### config.mk
export PLATFORM = sky130hd
export DESIGN_NAME = proc_datapath
export DESIGN_NICKNAME = d
export VERILOG_FILES = /design/src/rtl/proc_pkg.sv /design/src/rtl/proc_alu.sv /design/src/rtl/proc_datapath.sv
export SDC_FILE = /design/constraint.sdc
export NUM_CORES = 1
export LEC_CHECK = 0
export CAP_MARGIN = 20
export CORE_ASPECT_RATIO = 1.2
export CORE_MARGIN = 8
export CORE_UTILIZATION = 55
export DETAILED_ROUTE_END_ITERATION = 6
export GPL_TIMING_DRIVEN = 0
export HOLD_SLACK_MARGIN = 0.08
export PLACE_DENSITY_LB_ADDON = 0.1
export SYNTH_ARGS = -nofsm -noshare
export SYNTH_HDL_FRONTEND = slang
export SYNTH_SLANG_ARGS = --single-unit
### constraint.sdc
create_clock -name clock -period 7.9 [get_ports clock]
set_input_delay 1.185 -clock clock [delete_from_list [all_inputs] [get_ports clock]]
set_output_delay 1.185 -clock clock [all_outputs]
set_load 0.05 [all_outputs]
### src/rtl/proc_pkg.sv
// Shared constants for the 4-bit processor: ALU opcodes and register-file geometry.
// Latency: n/a (declarations only).
// Backpressure: n/a.
package proc_pkg;

   localparam int NUM_REGS = 4;
   localparam int SEL_W    = 2;

   // ALU opcodes are {instr[7:6], instr[1:0]}; MSB clear marks a non-ALU encoding
   localparam logic [3:0] OP_ADD = 4'b1000;
   localparam logic [3:0] OP_SUB = 4'b1001;
   localparam logic [3:0] OP_AND = 4'b1010;
   localparam logic [3:0] OP_OR  = 4'b1011;
   localparam logic [3:0] OP_XOR = 4'b1100;
   localparam logic [3:0] OP_SHL = 4'b1101;
   localparam logic [3:0] OP_SHR = 4'b1110;
   localparam logic [3:0] OP_NOT = 4'b1111;

   function automatic logic is_alu_op(input logic [3:0] op);
      return op[3];
   endfunction

endpackage

### src/rtl/proc_alu.sv
// Combinational ALU: add/sub/logic/shift/not with carry-or-borrow output.
// Latency: zero cycles, purely combinational.
// Backpressure: none; result follows inputs.
module proc_alu
   import proc_pkg::*;
#(
   parameter int WIDTH = 4
) (
   input  logic [WIDTH-1:0] a,
   input  logic [WIDTH-1:0] b,
   input  logic [3:0]       op,
   output logic [WIDTH-1:0] result,
   output logic             carry
);

   logic [WIDTH:0] sum;
   logic [WIDTH:0] diff;

   // Opcode decode; unknown encodings pass A through with no carry
   always_comb begin
      sum    = {1'b0, a} + {1'b0, b};
      diff   = {1'b0, a} - {1'b0, b};
      result = a;
      carry  = 1'b0;
      case (op)
         OP_ADD: begin result = sum[WIDTH-1:0];  carry = sum[WIDTH];  end
         OP_SUB: begin result = diff[WIDTH-1:0]; carry = diff[WIDTH]; end
         OP_AND: result = a & b;
         OP_OR:  result = a | b;
         OP_XOR: result = a ^ b;
         OP_SHL: begin result = {a[WIDTH-2:0], 1'b0}; carry = a[WIDTH-1]; end
         OP_SHR: begin result = {1'b0, a[WIDTH-1:1]}; carry = a[0]; end
         OP_NOT: result = ~a;
         default: ;
      endcase
   end

endmodule

### src/rtl/proc_datapath.sv
// Register file, ALU write-back, flags and LED latch driven by controller enable levels.
// Latency: an enable rising before edge k+1 commits at edge k+1; strobe/leds visible after it.
// Backpressure: none; each held enable level acts once, on its rising edge only.
module proc_datapath
   import proc_pkg::*;
#(
   parameter int                 WIDTH     = 4,
   parameter logic [WIDTH-1:0]   LED_RESET = '0
) (
   input  logic                  clock,
   input  logic                  reset,
   input  logic                  loadSelect,
   input  logic                  rxEnable,
   input  logic                  ledEnable,
   input  logic [WIDTH-1:0]      load,
   input  logic [SEL_W-1:0]      rxSelect,
   input  logic [SEL_W-1:0]      rySelect,
   input  logic [3:0]            aluOperation,
   output logic [WIDTH-1:0]      leds,
   output logic                  carryFlag,
   output logic                  zeroFlag,
   output logic                  writeStrobe,
   output logic [4*WIDTH-1:0]    regView
);

   logic [WIDTH-1:0] regs [NUM_REGS];
   logic             rx_en_q;
   logic             led_en_q;
   logic             wr_go;
   logic             st_go;
   logic [WIDTH-1:0] op_a;
   logic [WIDTH-1:0] op_b;
   logic [WIDTH-1:0] alu_result;
   logic             alu_carry;

   // History resets high so an enable already asserted at reset release is ignored
   assign wr_go = rxEnable  & ~rx_en_q;
   assign st_go = ledEnable & ~led_en_q;

   assign op_a = regs[rxSelect];
   assign op_b = regs[rySelect];

   assign regView = {regs[3], regs[2], regs[1], regs[0]};

   proc_alu #(.WIDTH(WIDTH)) u_alu (
      .a      (op_a),
      .b      (op_b),
      .op     (aluOperation),
      .result (alu_result),
      .carry  (alu_carry)
   );

   // Enable history and one-cycle write strobe
   always_ff @(posedge clock) begin
      if (reset) begin
         rx_en_q     <= 1'b1;
         led_en_q    <= 1'b1;
         writeStrobe <= 1'b0;
      end else begin
         rx_en_q     <= rxEnable;
         led_en_q    <= ledEnable;
         writeStrobe <= wr_go;
      end
   end

   // Register write-back: immediate load or ALU result (A itself for non-ALU opcodes)
   always_ff @(posedge clock) begin
      if (reset) begin
         for (int i = 0; i < NUM_REGS; i++) regs[i] <= '0;
      end else if (wr_go) begin
         regs[rxSelect] <= loadSelect ? load : alu_result;
      end
   end

   // Flags track only genuine ALU writes; loads and non-ALU opcodes leave them alone
   always_ff @(posedge clock) begin
      if (reset) begin
         carryFlag <= 1'b0;
         zeroFlag  <= 1'b0;
      end else if (wr_go && !loadSelect && is_alu_op(aluOperation)) begin
         carryFlag <= alu_carry;
         zeroFlag  <= (alu_result == '0);
      end
   end

   // LED latch captures the pre-write register value on a store
   always_ff @(posedge clock) begin
      if (reset) begin
         leds <= LED_RESET;
      end else if (st_go) begin
         leds <= op_a;
      end
   end

endmodule

==> results.tsv <==
metric	value	unit
max-cap-violations	0	
ys_async_sr_fraction	0	%
fp.dieW	68.6	um
use_met2	32.4	%
required	7.92	ns
syn_inst	181	
fin_hold_ws	0.498	ns
skew	0.00527	ns
ios	40	
cp-end-kind	flop	
path_delay_family	multiplexers	
wl_per_cell	17.9	um
grt_util_all_layers	17.7	%
root_buffer	clkbuf_8	
port_buffers	36	
ant_nets	0	
cts_tree	done	
place.gp.congestion	0.964	
peakVddDrop	0.136	mV
synth_top_area_cell	edfxtp_1	
startpoint_type	input pin	
hpwl	3.73	mm
final_nets	253	
critPathMaxStageDelay	0.63	ns
yosys_most_used_dff	edfxtp_1	
cp_slowest_cell	clkdlybuf4s50_1	
min_path_type	flop to flop	
layout-drive-gt1-share	8.14	%
htree_levels	1	
ctsResizeCount	0	
utilization	70.0	%
path_clk_slew	0.08	ns
cts_made_buffers	3	
setup_viol	0	
synth_top_area_share	26.3	%
fin_tns_setup	0	ns
grt-busiest-layer	met2	
via_per_inst	5.93	
cpMostUsedCell	mux2i_1	
drt_first_iter_violations	202	
n_antenna_cell	0	
hold_viol	0	
netlist_top_cells_area	edfxtp_1 (26%), dfxtp_1 (9.9%), mux4_2 (9.9%)	
maxSlewHeadroom	64.7	%
worstPathMaxFanout	4	
yosys.cell_types.count	40	
grtUsageMet3	3.09	%
rsz0062_at_grt	false	
die_y	79.1	um
grt_max_degree	14	
path_cells	clkdlybuf4s50_1, mux4_2, ha_1, fa_1, mux2i_1, a22oi_1, o21ai_0, a211o_1, mux2i_1, nor2_1	
tightest_slew	0.528	ns
cts_hold_buf	0	
path_buf_inv	1	
initial_utilization	56.1	%
finalInstanceArea	0.00228	mm^2
synth-edff-count	16	
grt_pass1_wl	7.47	mm
synth.avg_cell_area	10.1	um^2
fmax	0.239	GHz
dpl_cell_area	0.00223	mm^2
power_leakage	0.000894	uW
fin_crit_sh	52.9	%
critPathKind	input pin to flop	
synth_area	0.00182	mm^2
fp-row-count	23	
drc_errors	0	
fillers	254	
layout_commonest_cell	clkdlybuf4s50_1	
syn2layout_area_growth	24.8	%
vias	1531	
powerDensity	144	mW/mm^2
ys_seq_area_share	36.2	%
dieArea	0.00542	mm^2
grt_pass1_vias	1566	
numClockSinks	25	
ys_ff_latch	25	
synth_nets	212	
grtUsageMet1	19.8	%
most-common-layout-cells	clkdlybuf4s50_1 (36), nor2_1 (32), edfxtp_1 (16)	
clk_latency	0.27	ns
cts_max_path_buffers	2	
grt-ovfl-total	0	
wirelength	4.62	mm
arrival	4.19	ns
status	finished, final reports clean	
fin_crit	4.18	ns
cts_setup_buffers	0	
slew_viol_final	0	
drtPass1Iterations	7	
ys_warn_count	0	
core_area	0.00325	mm^2
antenna_found_initial	0	
[power breakdown]
group,switching [uW],internal (uW)
Sequential,3.36,144
Clock,39.6,36.1
Combinational,62.6,42.9
Total,106,223
[routing by layer]
| metal | part of all wire [%] | vias up |
|---|---|---|
| met3 | 6.0 | 3 |
| met1 | 37 | 742 |
| li1 | - | 729 |
| met5 | 0 | - |
| met2 | 56 | 57 |
| met4 | 0.71 | 0 |
[cells in the mapped netlist (2+ instances only)]
| cell type | n |
|---|---|
| a211o_1 | 3 |
| a21oi_1 | 4 |
| a22oi_1 | 3 |
| a31oi_1 | 2 |
| and3b_1 | 2 |
| clkbuf_1 | 9 |
| dfxtp_1 | 9 |
| edfxtp_1 | 16 |
| fa_1 | 2 |
| ha_1 | 12 |
| inv_1 | 10 |
| mux2i_1 | 12 |
| mux4_2 | 8 |
| nand2_1 | 7 |
| nand2b_1 | 9 |
| nand3_1 | 5 |
| nand3b_1 | 2 |
| nand4_1 | 3 |
| nor2_1 | 32 |
| nor2b_1 | 6 |
| o21ai_0 | 4 |
| or2_2 | 3 |
[final timing paths]
kind / endpoint / cells after the start / startpoint / slack, ns
worst min register to register: leds[0] / 2 / leds[0] / 0.50
worst min-delay path: leds[0] / 2 / leds[0] / 0.50
worst max-delay path: regs[2][1] / 10 / rySelect[0] / 3.72
worst max register to register: regs[2][3] / 9 / regs[2][1] / 4.87
[tightest hold or removal path: cells and delay by family (launching register included)]
| kind | cells | cell delay (ns) |
|---|---|---|
| AND/OR/NAND/NOR | 1 | 0.07 |
| multiplexers | 1 | 0.06 |
| flip-flops | 1 | 0.33 |
[flip-flops by register name (all words and copies together) (netlist names)]
name and cells:
led_en_q 1, zeroFlag 1, writeStrobe 1, regs 16
leds 4, carryFlag 1, rx_en_q 1
[layout make-up]
cell class	count	area, um^2	share of cell area [%]
buffer	10	45.0	1.98
clock buffer	4	45.0	1.98
inverter	10	37.5	1.65
multi-input combinational	136	1080	47.5
sequential	25	661	29.0
tap	37	46.3	2.03
timing repair buffer	36	360	15.8
[logic make-up after synthesis]
group | Yosys count | synth area share [%]
flip-flops | 25 | 36.2
multiplexers | 20 | 16.5
adder cells (fa/ha/maj) | 14 | 10.4
AND/OR/NAND/NOR | 75 | 21.2
XOR/XNOR | 2 | 0.960
AO/OA/AOI/OAI | 25 | 10.2
buffers and inverters | 20 | 4.53
[per-stage QoR]
step / cells / setup slack, ns / total power (uW)
global route: 258 / 3.59 / 341
detailed placement: 254 / 3.43 / 254
floorplan: 181 / 4.26 / 221
finish: 258 / 3.72 / 328
global placement: 254 / 3.48 / 252
CTS: 258 / 3.72 / 328
Power figures use the tool's default switching activity.
